==> src/rtl/alien_bomb_pkg.sv <==
// Shared types and constants for the alien bomb launcher.
package alien_bomb_pkg;

  // Bomb life cycle: waiting to fire, dropping, showing the explosion.
  typedef enum logic [1:0] {
    IDLE    = 2'd0,
    FALL    = 2'd1,
    EXPLODE = 2'd2
  } bombState_t;

  // Galois feedback taps for a maximal-length 16-bit right-shifting LFSR.
  localparam logic [15:0] LFSR_TAPS = 16'hB400;

  // Default colors for the falling bomb and for the explosion.
  localparam logic [7:0] BOMB_COLOR_DEF    = 8'hFC;
  localparam logic [7:0] EXPLODE_COLOR_DEF = 8'hE0;

  // One Galois step: shift right and fold the taps in when a one drops out.
  function automatic logic [15:0] lfsrStep(input logic [15:0] v);
    logic [15:0] shifted;
    shifted = v >> 1;
    if (v[0]) begin
      lfsrStep = shifted ^ LFSR_TAPS;
    end else begin
      lfsrStep = shifted;
    end
  endfunction

endpackage

==> src/rtl/bomb_lfsr.sv <==
// 16-bit Galois LFSR that advances once per step pulse; a nonzero seed keeps
// it out of the all-zero lock-up state forever.
module bomb_lfsr
  import alien_bomb_pkg::*;
#(
  parameter logic [15:0] SEED = 16'hACE1
) (
  input  logic        clk,
  input  logic        resetN,
  input  logic        step,
  output logic [15:0] value
);

  // Advance the pseudo-random sequence on each step pulse.
  always_ff @(posedge clk or negedge resetN) begin
    if (!resetN) begin
      value <= SEED;
    end else if (step) begin
      value <= lfsrStep(value);
    end else begin
      value <= value;
    end
  end

endmodule

==> src/rtl/alien_bomb_launcher.sv <==
// Enemy-fire source: picks a bottom-row alien as shooter, waits a random
// number of frames, then drops a bomb that falls once per frame until it
// reaches the bottom of the screen or hits something.
module alien_bomb_launcher
  import alien_bomb_pkg::*;
#(
  parameter int          BOMB_W         = 4,
  parameter int          BOMB_H         = 16,
  parameter int          SPEED_Y        = 4,
  parameter int          ALIEN_HALF_H   = 16,
  parameter int          SCREEN_BOTTOM  = 479,
  parameter int          MIN_DELAY      = 16,
  parameter int          DELAY_MASK     = 63,
  parameter logic [15:0] LFSR_SEED      = 16'hACE1,
  parameter int          EXPLODE_FRAMES = 8,
  parameter logic [7:0]  BOMB_COLOR     = BOMB_COLOR_DEF,
  parameter logic [7:0]  EXPLODE_COLOR  = EXPLODE_COLOR_DEF
) (
  input  logic        clk,
  input  logic        resetN,
  input  logic        startOfFrame,
  input  logic        standBy,
  input  logic        gameEnded,
  input  logic [10:0] pixelX,
  input  logic [10:0] pixelY,
  input  logic        alienMatrixDR,
  input  logic        bottomAlien,
  input  logic [10:0] alienMiddleX,
  input  logic [10:0] alienMiddleY,
  input  logic [1:0]  alienType,
  input  logic        bombCollision,
  output logic        bombDR,
  output logic [7:0]  bombRGB,
  output logic        bombActive,
  output logic [10:0] bombTLX,
  output logic [10:0] bombTLY
);

  logic        playGame_s;
  logic        capture_s;
  logic [15:0] lfsrValue_s;
  logic [15:0] reloadDelay_s;
  logic [11:0] spawnX_s;
  logic [10:0] spawnY_s;
  logic [11:0] nextY_s;
  logic        bottomHit_s;
  logic        inside_s;

  logic [10:0] targetX_r;
  logic        primValid_r;
  logic [10:0] primX_r;
  logic [10:0] primY_r;
  logic [1:0]  primType_r;
  logic        fbValid_r;
  logic [10:0] fbX_r;
  logic [10:0] fbY_r;
  logic [1:0]  fbType_r;
  logic        chosenValid_r;
  logic [10:0] chosenX_r;
  logic [10:0] chosenY_r;
  logic [1:0]  chosenType_r;

  bombState_t  state_r;
  logic [15:0] delay_r;
  logic [7:0]  explodeCnt_r;
  logic [7:0]  speed_r;
  logic [10:0] tlx_r;
  logic [10:0] tly_r;
  logic        bombDR_r;
  logic [7:0]  bombRGB_r;

  bomb_lfsr #(
    .SEED (LFSR_SEED)
  ) uLfsr (
    .clk    (clk),
    .resetN (resetN),
    .step   (startOfFrame),
    .value  (lfsrValue_s)
  );

  assign playGame_s    = ~(standBy | gameEnded);
  assign capture_s     = alienMatrixDR & bottomAlien;
  assign reloadDelay_s = 16'(MIN_DELAY) + (lfsrValue_s & 16'(DELAY_MASK));
  assign spawnY_s      = 11'({1'b0, chosenY_r} + 12'(ALIEN_HALF_H));
  assign nextY_s       = {1'b0, tly_r} + 12'(speed_r);
  assign bottomHit_s   = (nextY_s + 12'(BOMB_H)) > 12'(SCREEN_BOTTOM);

  // Spawn X centres the bomb under the shooter, clamped at the left edge.
  always_comb begin
    spawnX_s = 12'd0;
    if ({1'b0, chosenX_r} >= 12'(BOMB_W / 2)) begin
      spawnX_s = {1'b0, chosenX_r} - 12'(BOMB_W / 2);
    end else begin
      spawnX_s = 12'd0;
    end
  end

  // Pixel-in-bomb test done at 12 bits so TLX+W / TLY+H cannot wrap.
  always_comb begin
    inside_s = 1'b0;
    if (({1'b0, pixelX} >= {1'b0, tlx_r}) &&
        ({1'b0, pixelX} <  ({1'b0, tlx_r} + 12'(BOMB_W))) &&
        ({1'b0, pixelY} >= {1'b0, tly_r}) &&
        ({1'b0, pixelY} <  ({1'b0, tly_r} + 12'(BOMB_H)))) begin
      inside_s = 1'b1;
    end else begin
      inside_s = 1'b0;
    end
  end

  // Shooter selection: latch a random target column each frame, track the
  // first bottom alien at or right of it plus the last one seen as fallback.
  always_ff @(posedge clk or negedge resetN) begin
    if (!resetN) begin
      targetX_r     <= 11'd0;
      primValid_r   <= 1'b0;
      primX_r       <= 11'd0;
      primY_r       <= 11'd0;
      primType_r    <= 2'd0;
      fbValid_r     <= 1'b0;
      fbX_r         <= 11'd0;
      fbY_r         <= 11'd0;
      fbType_r      <= 2'd0;
      chosenValid_r <= 1'b0;
      chosenX_r     <= 11'd0;
      chosenY_r     <= 11'd0;
      chosenType_r  <= 2'd0;
    end else if (startOfFrame) begin
      targetX_r <= {lfsrValue_s[8:0], 1'b0};
      if (primValid_r) begin
        chosenValid_r <= 1'b1;
        chosenX_r     <= primX_r;
        chosenY_r     <= primY_r;
        chosenType_r  <= primType_r;
      end else if (fbValid_r) begin
        chosenValid_r <= 1'b1;
        chosenX_r     <= fbX_r;
        chosenY_r     <= fbY_r;
        chosenType_r  <= fbType_r;
      end else begin
        chosenValid_r <= 1'b0;
      end
      primValid_r <= 1'b0;
      fbValid_r   <= 1'b0;
    end else if (capture_s) begin
      fbValid_r <= 1'b1;
      fbX_r     <= alienMiddleX;
      fbY_r     <= alienMiddleY;
      fbType_r  <= alienType;
      if (!primValid_r && ({1'b0, alienMiddleX} >= {1'b0, targetX_r})) begin
        primValid_r <= 1'b1;
        primX_r     <= alienMiddleX;
        primY_r     <= alienMiddleY;
        primType_r  <= alienType;
      end
    end
  end

  // Bomb state machine: frame-paced delay, fall and explosion; a collision
  // while visible pre-empts everything else except leaving play.
  always_ff @(posedge clk or negedge resetN) begin
    if (!resetN) begin
      state_r      <= IDLE;
      delay_r      <= 16'(MIN_DELAY);
      explodeCnt_r <= 8'd0;
      speed_r      <= 8'd0;
      tlx_r        <= 11'd0;
      tly_r        <= 11'd0;
    end else if (!playGame_s) begin
      state_r <= IDLE;
      delay_r <= 16'(MIN_DELAY);
    end else if ((state_r == FALL) && bombCollision && bombDR_r) begin
      state_r      <= EXPLODE;
      explodeCnt_r <= 8'(EXPLODE_FRAMES);
    end else if (startOfFrame) begin
      case (state_r)
        IDLE: begin
          if (delay_r != 16'd0) begin
            delay_r <= delay_r - 16'd1;
          end else if (chosenValid_r) begin
            tlx_r   <= spawnX_s[10:0];
            tly_r   <= spawnY_s;
            speed_r <= 8'(SPEED_Y) + {6'd0, chosenType_r};
            state_r <= FALL;
          end
        end
        FALL: begin
          if (bottomHit_s) begin
            state_r <= IDLE;
            delay_r <= reloadDelay_s;
          end else begin
            tly_r <= nextY_s[10:0];
          end
        end
        EXPLODE: begin
          if (explodeCnt_r < 8'd2) begin
            explodeCnt_r <= 8'd0;
            state_r      <= IDLE;
            delay_r      <= reloadDelay_s;
          end else begin
            explodeCnt_r <= explodeCnt_r - 8'd1;
          end
        end
        default: begin
          state_r <= IDLE;
        end
      endcase
    end
  end

  // Registered drawing request and color, one cycle behind the pixel.
  always_ff @(posedge clk or negedge resetN) begin
    if (!resetN) begin
      bombDR_r  <= 1'b0;
      bombRGB_r <= 8'h00;
    end else if (playGame_s && (state_r != IDLE) && inside_s) begin
      bombDR_r  <= 1'b1;
      bombRGB_r <= (state_r == FALL) ? BOMB_COLOR : EXPLODE_COLOR;
    end else begin
      bombDR_r  <= 1'b0;
      bombRGB_r <= 8'h00;
    end
  end

  assign bombDR     = bombDR_r;
  assign bombRGB    = bombRGB_r;
  assign bombActive = (state_r == FALL);
  assign bombTLX    = tlx_r;
  assign bombTLY    = tly_r;

endmodule
==> config.mk <==
export PLATFORM = sky130hd
export DESIGN_NAME = alien_bomb_launcher
export DESIGN_NICKNAME = d
export VERILOG_FILES = /design/src/rtl/alien_bomb_pkg.sv /design/src/rtl/bomb_lfsr.sv /design/src/rtl/alien_bomb_launcher.sv
export SDC_FILE = /design/constraint.sdc
export NUM_CORES = 1
export LEC_CHECK = 0
export ABC_AREA = 1
export BUFFER_PORTS_ARGS = -buffer_cell sky130_fd_sc_hd__buf_2
export CORE_ASPECT_RATIO = 1.2
export CORE_MARGIN = 8
export CORE_UTILIZATION = 45
export CTS_CLUSTER_SIZE = 16
export DETAILED_ROUTE_END_ITERATION = 10
export GPL_TIMING_DRIVEN = 0
export MAX_ROUTING_LAYER = met4
export SYNTH_ARGS = -nofsm -noshare
export SYNTH_HDL_FRONTEND = slang
export SYNTH_HIERARCHICAL = 1
export SYNTH_SLANG_ARGS = --single-unit
==> constraint.sdc <==
create_clock -name clk -period 4 [get_ports clk]
set_input_delay 0.2 -clock clk [delete_from_list [all_inputs] [get_ports clk]]
set_output_delay 0.2 -clock clk [all_outputs]
set_load 0.05 [all_outputs]
# Word-level counts from Yosys, hierarchy flattened
# Cells that the tools add are included.
# word_totals
register_bits	165
out_inout_bits	32
word_cells	132
# op_classes
addsub	10
order_cmp	8
eq_ne	13
muxes	42
n_bitwise	7
n_reduce_logical	30
# ops
op	count
16-bit 2-to-1 mux	7
11-bit 2-to-1 mux	8
16-bit one-hot mux with 3 select lines	1
8-bit 2-to-1 mux	5
11-bit by 12-bit < comparator with 1-bit output	2
11-bit greater-or-equal comparator	2
11-bit one-hot mux with 2 select lines	1
2-bit 2-to-1 mux	9
16-bit nonzero test	1
2-bit nonzero test	8
16-bit by 1-bit subtractor with 16-bit output (second input constant)	1
11-bit by 3-bit adder with 12-bit output (second input constant)	1
11-bit by 5-bit adder with 12-bit output (second input constant)	1
11-bit by 8-bit adder with 12-bit output	1
12-bit by 5-bit adder with 12-bit output (second input constant)	1
12-bit by 9-bit > comparator with 1-bit output (second input constant)	1
4-bit != test (second input constant)	3
6-bit AND reduction	2
11-bit by 5-bit adder with 11-bit output (second input constant)	1
11-bit by 10-bit greater-or-equal comparator with 1-bit output	1
11-bit by 2-bit greater-or-equal comparator with 1-bit output (second input constant)	1
11-bit by 2-bit subtractor with 11-bit output (second input constant)	1
1-bit 2-to-1 mux	9
1-bit logical AND	8
other kinds (24)	34

# Longest topological paths before layout
# Gate-level depths: netlist of the first run.
# logic_depth
ltp_word	8
depth_mapped	21
ltp_nobuf	20

# By module
# The synthesis of the first run kept the hierarchy.
# modules_own_cells
module	instances	cells_per_inst	area_each_um2	seq_area_each_um2
alien_bomb_launcher	1	1131	8531.9	3429.5
bomb_lfsr	1	74	671.9	410.4

# Worst setup path before layout of the first run
# No wires, ideal clock.
# synth_path
kind	reg-to-reg
startpoint	register tly_r[0], in the netlist bombTLY[0]
endpoint	register tly_r[4], in the netlist bombTLY[4]
arrival_time_ns	2.967
required_time_ns	3.934
slack_ns	0.967
stages_incl_launch_ff	22
period_less_slack_ns	3.033
path_cell_list	dfrtp_1 > ha_1 > fa_1 > nand3_1 > nand2_2 > nand2_1 > nand2_1 > ha_1 > nand3_1 > nor2_1 > nand3_1 > nand2_1 > nor2_1 > nand2_1 > nor2_1 > nor2_4 > nand2_1 > nand2_1 > nand2_1 > buf_2 > nand2_1 > nand2_1
# synth_via
elab_chain_len	5
# synth_rtl
element	line_no	source
from (decl)	alien_bomb_launcher.sv:68	logic [10:0] tly_r;
from (signal assigned)	alien_bomb_launcher.sv:182	tly_r <= spawnY_s;
from (signal assigned)	alien_bomb_launcher.sv:192	tly_r <= nextY_s[10:0];
11-bit by 8-bit adder with 12-bit output (*)	alien_bomb_launcher.sv:85	assign nextY_s = {1'b0, tly_r} + 12'(speed_r);
12-bit by 5-bit adder with 12-bit output	alien_bomb_launcher.sv:86	assign bottomHit_s = (nextY_s + 12'(BOMB_H)) > 12'(SCREEN_BOTTOM);
12-bit by 9-bit > comparator with 1-bit output	alien_bomb_launcher.sv:86	
2-bit != test (no line)	-	
7-bit AND reduction (no line)	-	
# Mark *: on every way between the ends. The rest lies on a longest branch, timed or not. The select of a mux whose other input is x is not followed.
# A chain may end at the register's enable or synchronous reset.

# Worst setup path in the final report of the first run
# Ends and elaborated chain as after synthesis.

==> results of run 1 <==
[worst max-delay path, delay by kind of cell (launching register included)]
family        cells  cell delay [ns]
flops             1             0.43
simple gates     17             1.61
buf+inv           1             0.24
fa+ha+maj         3             0.92
[through the flow]
stage                     setup slack [ns]  hold slack [ns]  area, um2
after floorplan                     0.9671         -0.09559       9208
after global placement              0.3836           0.4582       9955
after detailed placement            0.7445           0.3239       9988
after CTS                           0.7291          0.03183      10600
after global routing                0.4374          0.05540      10600
final                               0.7635          0.05083      10600
[kinds of logic (layout without fill, tap and decap cells)]
logic type | after synthesis | count (layout) | synth area share
XOR/XNOR | 28 | 28 | 0.02664
other | 1 | 2 | 0.0004074
flip-flops | 153 | 153 | 0.4172
AND/OR/NAND/NOR | 594 | 594 | 0.2762
adder cells (fa/ha/maj) | 63 | 63 | 0.08646
buffers and inverters | 189 | 306 | 0.08415
multiplexers | 2 | 2 | 0.002447
AO/OA/AOI/OAI | 175 | 175 | 0.1064
[synthesized netlist by cell type, drive strengths merged, types with 3 or more instances]
library cell | number | area [um2]
a211oi | 3 | 22.52
a21oi | 27 | 135.1
a31oi | 27 | 168.9
and3 | 3 | 18.77
buf | 17 | 123.9
clkbuf | 31 | 116.4
dfrtp | 144 | 3603
dfstp | 9 | 236.5
ha | 62 | 775.7
inv | 140 | 530.5
nand2 | 345 | 1318
nand3 | 82 | 427.9
nand4 | 36 | 225.2
nor2 | 106 | 432.9
nor3 | 16 | 80.08
o211ai | 5 | 37.54
o21ai | 93 | 465.5
o22ai | 4 | 25.02
o31ai | 8 | 60.06
xnor2 | 6 | 52.55
xor2 | 22 | 192.7
[cell type report]
type	instances	area, um2
buffer	48	240.2
clock buffer	21	450.4
clock inverter	11	147.6
fill	2030	9587
inverter	141	534.3
multi-input combinational	864	4593
sequential	153	3840
tap	265	331.6
timing repair buffer	85	459.2
[flip-flops by register name (all words and copies together) (netlist names), 9 cells and up]
name and cells:
bombTLX 11, bombTLY 11, chosenX_r 11, chosenY_r 11
delay_r 16, fbX_r 11, fbY_r 11, primX_r 11
primY_r 11, targetX_r 9, uLfsr/value 16
[layer usage]
layer  share of wire  up-vias
met5               0        -
met4           0.013        0
met3           0.033       18
met2            0.50      147
met1            0.45     3603
li1                -     4178
[where the power goes]
part           switching (W)  internal (W)  total (W)
Clock               0.000632      0.000997    0.00163
Combinational        0.00118      0.000619    0.00180
Sequential          0.000303       0.00190    0.00220
Total                0.00212       0.00352    0.00563
[worst paths after layout]
path / start / end / slack [ns]
min in group asynchronous: resetN / uLfsr/value[8] / 0.42
worst min register to register: uLfsr/value[10] / uLfsr/value[10] / 0.47
max in group asynchronous: resetN / targetX_r[7] / 2.78
worst max register to register: bombTLY[0] / bombTLY[4] / 0.76
worst max-delay path: bombTLY[0] / bombTLY[4] / 0.76
worst min-delay path: alienType[1] / primType_r[1] / 0.05
[placed cells by master, fill, tap and decap left out, drive strengths merged, types with 5 or more instances in the layout]
cell type / instances
xnor2: 6
dfstp: 9
a21oi: 27
inv: 140
nor2: 106
buf: 101
o211ai: 5
nand3: 82
o21ai: 93
xor2: 22
dfrtp: 144
clkinv: 5
nand2: 345
o31ai: 8
clkbuf: 52
nor3: 16
ha: 62
nand4: 36
a31oi: 27
==> impl_metrics.tcl, run 1 <==
set metrics [dict create \
    routed_wl_um 22550 \
    dieArea_um2 25300 \
    placedCellCount 1555 \
    drt_first_pass_iters 6 \
    use_met1 0.2241 \
    final-setup-viol-count 0 \
    core_um2 20180 \
    fin_cells 1588 \
    grt_antenna_before_repair 0 \
    grt_pass1_vias 7989 \
    async_flop_share 1.000 \
    period_share 0.8091 \
    rows 57 \
    cts_max_path_buffers 2 \
    worstSkewPairLatency_ns 0.42 \
    cp_max_fo 10 \
    overflow 0 \
    n_antenna_cell 0 \
    worstSetupPathType "reg -> reg" \
    slew_violations 0 \
    slowest_stage "dfrtp_1" \
    status "complete, no violations" \
    tightest_slew_ns 0.7991 \
    cts_sinks 153 \
    yosys_warnings 6 \
    peakVddDrop_mv 0.2851 \
    area_growth_pct 15.13 \
    drv_cap 0 \
    grt_start_max_net_pins 85 \
    routedWlPerCell_um 14.20 \
    clock_skew_ns 0.007704 \
    crit_path_cell_trace "ha_1, fa_1, nand3_1, nand2_2, nand2_1, nand2_1, ha_1, nand3_1, nor2_1, nand3_1, nand2_1, nor2_1, nand2_1, nor2_1, nor2_4, nand2_1, nand2_1, nand2_1, buf_2, nand2_1, nand2_1" \
    port_buffers 83 \
    drc_errors 0 \
    start_util 0.4560 \
    cpMostUsedCell "nand2_1" \
    vias_per_cell 5.004 \
    grt_use_met2 0.3288 \
    critPathLaunchType "register" \
    nNetsFinal 1427 \
    post-cts-setup-buffer-count 0 \
    grt_pass1_wl_um 38740 \
    hold_class "in -> reg" \
    ys_ff_latch 153 \
    slowest_delay_ns 0.43 \
    hold_viol_final 0 \
    syn_area_um2 9204 \
    required_ns 4.36 \
    die_h_um 172.7 \
    rsz0062_at_grt "false" \
    min_period_ns 3.237 \
    ys_seq_area_frac 0.4172 \
    synthDistinctLibCells 46 \
    cts_hold_buf 1 \
    power_density_nw_per_um2 531.5 \
    final_core_util 0.5250 \
    min_path_cells 3 \
    final.setup.tns_ns 0 \
    path_clk_slew_ns 0.06 \
    num_vias 7946 \
    cts_tree "done" \
    cp-end-kind "register" \
    track_usage 0.1904 \
    ff2ff_path_depth 21 \
    ios 86 \
    p_total_w 0.005632 \
    use_met3 0.03108 \
    drive_gt1_frac 0.1224 \
    synth_edf_count 0 \
    synth_area_per_cell_um2 7.638 \
    synth_cells 1205 \
    leakage_nw 5.329 \
    gp_congestion 0.8722 \
    synth_ff_type "dfrtp_1" \
    ant_nets 0 \
    die_w_um 146.6 \
    grt.busiest_layer "met2" \
    drt_iter0_markers 450 \
    max_freq_ghz 0.3090 \
    dp_hpwl_um 17600 \
    cts-root-buf "clkbuf_16" \
    htreeDepth 4 \
    cts_buffers 17 \
    slew_headroom 0.4673 \
    arrival_ns 3.59 \
    cts_resized 0 \
]
No activity file was read; power rests on OpenSTA's default activity.
==> inputs of run 2 (changes only) <==
--- a/config.mk
+++ b/config.mk
@@ -14,6 +14,7 @@
 export DETAILED_ROUTE_END_ITERATION = 10
 export GPL_TIMING_DRIVEN = 0
 export MAX_ROUTING_LAYER = met4
+export PLACE_DENSITY = 0.66
 export SYNTH_ARGS = -nofsm -noshare
 export SYNTH_HDL_FRONTEND = slang
 export SYNTH_HIERARCHICAL = 1
==> constraint.sdc (replaced) <==
create_clock -name clk -period 2.7 [get_ports clk]
set_input_delay 0.135 -clock clk [delete_from_list [all_inputs] [get_ports clk]]
set_output_delay 0.135 -clock clk [all_outputs]
set_load 0.05 [all_outputs]
==> run 2 against run 1 <==
The flow now finishes with violations (negative setup slack). Non-clock buffer count increased by 33. Global-route usage grew 0.12 points. Sequential power is 49% higher. Core utilization up 3.1 points. Via count increased by 4.2%. Clock skew grew 0.00055 ns. Final area grew 6.0%. Cell count up 2.1%. Total power rose by 53%. Maximum frequency increased by 19%. Die area stayed put. Clock-buffer cell count grew 1.
==> impl_metrics.tcl, run 2 (synthesis results as in run 1) <==
set metrics [dict create \
    gp_congestion 0.8867 \
    port_buffers 83 \
    drive_gt1_frac 0.1785 \
    final-setup-viol-count 3 \
    hold_viol_final 0 \
    grt_start_max_net_pins 93 \
    grt_pass1_wl_um 39320 \
    num_vias 8278 \
    worstSetupPathType "reg -> reg" \
    cts_tree "done" \
    path_clk_slew_ns 0.06 \
    core_um2 20180 \
    drc_errors 0 \
    ant_nets 0 \
    cp-end-kind "register" \
    dieArea_um2 25300 \
    required_ns 3.06 \
    htreeDepth 4 \
    final.setup.tns_ns -0.02038 \
    regArea_um2 3846 \
    cts_max_path_buffers 2 \
    drt_iter0_markers 462 \
    critPathTopFamily "simple AND/OR/NAND/NOR gates" \
    holdWs_ns 0.01411 \
    power_density_nw_per_um2 769.6 \
    ff2ff_path_depth 19 \
    p_total_w 0.008640 \
    clock_skew_ns 0.008258 \
    n_antenna_cell 0 \
    cp.depth 19 \
    cp_num_buf_inv 1 \
    worstSkewPairLatency_ns 0.43 \
    min_path_cells 3 \
    violations "negative setup slack" \
    arrival_ns 3.07 \
    die_w_um 146.6 \
    critPathLaunchType "register" \
    top_regs "delay_r x16, uLfsr/value x16" \
    grt_pass1_vias 8268 \
    dp_slack_ns -0.2363 \
    slew_headroom 0.4849 \
    slowest_delay_ns 0.43 \
    ios 86 \
    start_util 0.4560 \
    nNetsFinal 1460 \
    die_h_um 172.7 \
    area_growth_pct 21.98 \
    dp_hpwl_um 17230 \
    hold_class "in -> reg" \
    final_common_cell "nand2_1" \
    final_cell_mix "nand2_1, dfrtp_1, inv_1, nor2_1, o21ai_0" \
    cts_buffers 17 \
    cp_max_fo 5 \
    period_share 1.004 \
    multi_input_area_um2 4882 \
    layout_setup_ws_ns -0.01056 \
    drt_first_pass_iters 5 \
    grt_antenna_before_repair 0 \
    max_freq_ghz 0.3689 \
    peakVddDrop_mv 0.3805 \
    drv_cap 0 \
    routed_wl_um 23100 \
    status "finished, violations left" \
    crit_path_cell_trace "ha_4, fa_2, nand3_4, nand3_4, nand2_4, ha_4, nand3_2, nor2_1, nand3_1, nand2_1, nor2_1, nand2_1, nor2_2, nor2_4, nand3_4, nand2_4, clkbuf_16, nand3_2, nand2_1" \
    slowest_stage "dfrtp_2" \
    cts_sinks 153 \
    rsz0062_at_grt "true" \
    tightest_slew_ns 0.7727 \
    track_usage 0.1915 \
    vias_per_cell 5.107 \
    nFillCells 1887 \
    cts-root-buf "clkbuf_16" \
    overflow 0 \
    slew_violations 0 \
    min_period_ns 2.711 \
    leakage_nw 5.551 \
    rows 57 \
    routedWlPerCell_um 14.25 \
]
-- run 2: power breakdown --
| group | switching [W] | internal (W) |
|---|---|---|
| Clock | 0.000946 | 0.00142 |
| Sequential | 0.000459 | 0.00282 |
| Combinational | 0.00189 | 0.00111 |
| Total | 0.00330 | 0.00534 |
-- run 2: worst register-to-register path, cell delays in order, from the launching register on --
cell       delay [ns]
dfrtp_2          0.43
ha_4             0.17
fa_2             0.38
nand3_4          0.13
nand3_4          0.08
nand2_4          0.10
ha_4             0.14
nand3_2          0.07
nor2_1           0.09
nand3_1          0.10
nand2_1          0.07
nor2_1           0.04
nand2_1          0.07
nor2_2           0.05
nor2_4           0.15
nand3_4          0.14
nand2_4          0.14
clkbuf_16        0.16
nand3_2          0.06
nand2_1          0.09
-- run 2: cell type report --
| type | instances | area share |
|---|---|---|
| tap | 265 | 0.02953 |
| buffer | 48 | 0.02385 |
| sequential | 153 | 0.3426 |
| timing repair buffer | 118 | 0.06954 |
| inverter | 141 | 0.04781 |
| clock buffer | 22 | 0.04135 |
| multi-input combinational | 864 | 0.4349 |
| clock inverter | 10 | 0.01048 |
-- run 2: what timing repair did --
| action | 4_1_cts | 5_1_grt |
|---|---|---|
| endpoints found under the setup margin | 29 | 53 |
| gates resized for setup | 30 | 56 |
| hold buffers | 16 | 0 |
| endpoints found under the hold margin | 78 | 0 |
| pin swaps | 13 | 21 |
| buffers inserted | 8 | 7 |
| gates cloned | 2 | 1 |
-- run 2: routing by layer --
layer,vias up,global-route usage,share of wire
li1,4226,-,-
met1,3823,0.2274,0.44
met2,191,0.3199,0.49
met3,38,0.03421,0.043
met4,0,0.07054,0.021
met5,-,-,0
-- run 2: path summary, 6_finish.rpt --
| path | start | endpoint | slack, ns |
|---|---|---|---|
| setup / recovery | bombTLY[0] | delay_r[7] | -0.01 |
| max in group asynchronous | resetN | bombTLY[1] | 1.59 |
| hold reg to reg | uLfsr/value[10] | uLfsr/value[10] | 0.47 |
| hold / removal | alienMiddleX[2] | fbX_r[2] | 0.01 |
| setup reg to reg | bombTLY[0] | delay_r[7] | -0.01 |
| min in group asynchronous | resetN | targetX_r[8] | 0.26 |
-- run 2: per-stage QoR --
| stage | cell area (um2) | instances | util |
|---|---|---|---|
| after floorplan | 9239 | 1206 | - |
| after global placement | 9986 | 1554 | 0.4948 |
| after detailed placement | 10020 | 1555 | 0.4964 |
| after CTS | 10950 | 1613 | 0.5425 |
| after global routing | 11230 | 1621 | 0.5563 |
| final | 11230 | 1621 | 0.5563 |
==> inputs of run 3 (changes only) <==
--- a/config.mk
+++ b/config.mk
@@ -14,7 +14,6 @@
 export DETAILED_ROUTE_END_ITERATION = 10
 export GPL_TIMING_DRIVEN = 0
 export MAX_ROUTING_LAYER = met4
-export PLACE_DENSITY = 0.66
 export SYNTH_ARGS = -nofsm -noshare
 export SYNTH_HDL_FRONTEND = slang
 export SYNTH_HIERARCHICAL = 1
==> constraint.sdc (replaced) <==
create_clock -name clk -period 3.4 [get_ports clk]
set_input_delay 0.17 -clock clk [delete_from_list [all_inputs] [get_ports clk]]
set_output_delay 0.17 -clock clk [all_outputs]
set_load 0.02 [all_outputs]
==> run 3 against run 2 <==
The run now ends clean. Routed wire length is 2.2% lower. Die area stayed put. Via count is 3.9% lower. Combinational power is 35% lower. Final area is 5.5% lower. Critical endpoint is now bombTLY[4]. Total power is 25% lower.
==> impl_metrics.tcl, run 3 (synthesis results as in run 1) <==
set metrics [dict create \
    n_antenna_cell 0 \
    nFillCells 2028 \
    leakage_nw 5.328 \
    ios 86 \
    route.met3.wl_um 727 \
    cp-end-kind "register" \
    cts_max_path_buffers 2 \
    area_growth_pct 15.27 \
    hold_class "in -> reg" \
    worstSkewPairLatency_ns 0.42 \
    num_vias 7954 \
    die_h_um 172.7 \
    grt_start_max_net_pins 85 \
    gp_congestion 0.8722 \
    rows 57 \
    slew_violations 0 \
    nNetsFinal 1427 \
    period_share 0.9044 \
    start_util 0.4560 \
    slew_headroom 0.4679 \
    wl_met2_um 11310 \
    peakVddDrop_mv 0.3347 \
    wl_met1_um 10260 \
    drc_errors 0 \
    track_usage 0.1904 \
    drt_first_pass_iters 5 \
    worstHoldEndpoint "primType_r[1]" \
    overflow 0 \
    die_w_um 146.6 \
    rsz0062_at_grt "false" \
    slowest_delay_ns 0.43 \
    core_um2 20180 \
    hold_viol_final 0 \
    drv_cap 0 \
    r2r_setup_slack_ns 0.33 \
    critPathLaunchType "register" \
    worstSetupPathType "reg -> reg" \
    routed_wl_um 22590 \
    min_path_cells 3 \
    vias_per_cell 5.009 \
    cts_sinks 153 \
    top_regs "delay_r x16, uLfsr/value x16" \
    ant_nets 0 \
    ff2ff_path_depth 21 \
    cp_max_fo 10 \
    min_period_ns 3.075 \
    cts_tree "done" \
    cts-root-buf "clkbuf_16" \
    top_layer "met4" \
    arrival_ns 3.43 \
    clock_skew_ns 0.007704 \
    status "complete, no violations" \
    grt_antenna_before_repair 0 \
    htreeDepth 4 \
    grt_pass1_wl_um 38740 \
    slowest_stage "dfrtp_1" \
    hp-start "alienType[1]" \
    layout_setup_ws_ns 0.3250 \
    grt_pass1_vias 7989 \
    rr_endpoint "bombTLY[4]" \
    cts_buffers 17 \
    rr_startpoint "bombTLY[0]" \
    max_freq_ghz 0.3252 \
    final_cell_mix "nand2_1, dfrtp_1, inv_1, nor2_1, o21ai_0" \
    required_ns 3.76 \
    tightest_slew_ns 0.7981 \
    crit_path_cell_trace "ha_2, fa_1, nand3_2, nand2_2, nand2_1, nand2_1, ha_1, nand3_1, nor2_1, nand3_1, nand2_1, nor2_1, nand2_1, nor2_2, nor2_4, nand2_1, nand2_1, nand2_1, clkbuf_4, nand2_1, nand2_1" \
    dp_hpwl_um 17600 \
    drive_gt1_frac 0.1247 \
    path_clk_slew_ns 0.06 \
    drt_iter0_markers 441 \
    cpMostUsedCell "nand2_1" \
    dieArea_um2 25300 \
    routedWlPerCell_um 14.22 \
    final-setup-viol-count 0 \
    dp_slack_ns 0.1445 \
    holdWs_ns 0.02082 \
    final_common_cell "nand2_1" \
    port_buffers 83 \
    power_density_nw_per_um2 608.7 \
]
[run 3: cell types whose count changed in the layout (fill, tap and decap cells not counted), moves of 12 or more]
| cell | previous run | this run |
|---|---|---|
| buf_4 | 19 | 7 |
| nand3_1 | 61 | 79 |
| nand2_2 | 21 | 6 |
| nand3_2 | 17 | 2 |
| dlygate4sd3_1 | 16 | 1 |
| nand2_1 | 317 | 338 |
[run 3: cell type report]
| class | count | area, um2 | area share |
|---|---|---|---|
| clock inverter | 11 | 147.6 | 0.01392 |
| sequential | 153 | 3840 | 0.3620 |
| tap | 265 | 331.6 | 0.03125 |
| inverter | 141 | 534.3 | 0.05036 |
| buffer | 48 | 242.7 | 0.02288 |
| multi-input combinational | 864 | 4603 | 0.4339 |
| timing repair buffer | 85 | 459.2 | 0.04328 |
| clock buffer | 21 | 450.4 | 0.04246 |
[run 3: how the worst max path moves through the flow]
stage / depth (start not counted) / slack [ns] / end / from
after floorplan: 21 / 0.56 / bombTLY[4] / bombTLY[0]
after global placement: 1 / -0.19 / bombTLY[7] / resetN
after detailed placement: 21 / 0.14 / bombTLY[4] / bombTLY[0]
after CTS: 21 / 0.13 / bombTLY[4] / bombTLY[0]
after global routing: 21 / 0.03 / bombTLY[3] / bombTLY[0]
final: 21 / 0.33 / bombTLY[4] / bombTLY[0]
[run 3: routing by layer]
layer | vias up | track usage
met3 | 18 | 0.03108
met1 | 3618 | 0.2241
met5 | - | -
li1 | 4178 | -
met4 | 0 | 0.05591
met2 | 140 | 0.3288
[run 3: report_power, final]
part / internal (W) / leakage [nW] / switching, W
registers: 0.00223 / 1.93 / 0.000357
logic: 0.000729 / 3.12 / 0.00122
clock network: 0.00117 / 0.279 / 0.000742
[run 3: what timing repair did]
action | 4_1_cts | 5_1_grt
setup endpoints to repair | 0 | 20
hold buffers | 1 | 0
endpoints found under the hold margin | 74 | 0
resized for setup | 0 | 4
buffers inserted | 0 | 0
[run 3: through the flow]
stage	area [um2]	power, W	utilization	cells	setup TNS, ns
6_report	10610	0.006457	0.5256	1588	0
5_1_grt	10610	0.006969	0.5256	1588	0
4_1_cts	10600	0.006527	0.5250	1588	0
3_5_place_dp	9988	0.004587	0.4949	1555	0
3_3_place_gp	9955	0.004538	0.4932	1554	-24.98
2_1_floorplan	9208	0.003961	-	1206	0
[run 3: worst max-delay path: cells and delay by family (launching register included)]
kind                     cells  cell delay [ns]
AND/OR/NAND/NOR             17             1.49
adder cells (fa/ha/maj)      3             0.88
flip-flops                   1             0.43
buffers and inverters        1             0.21
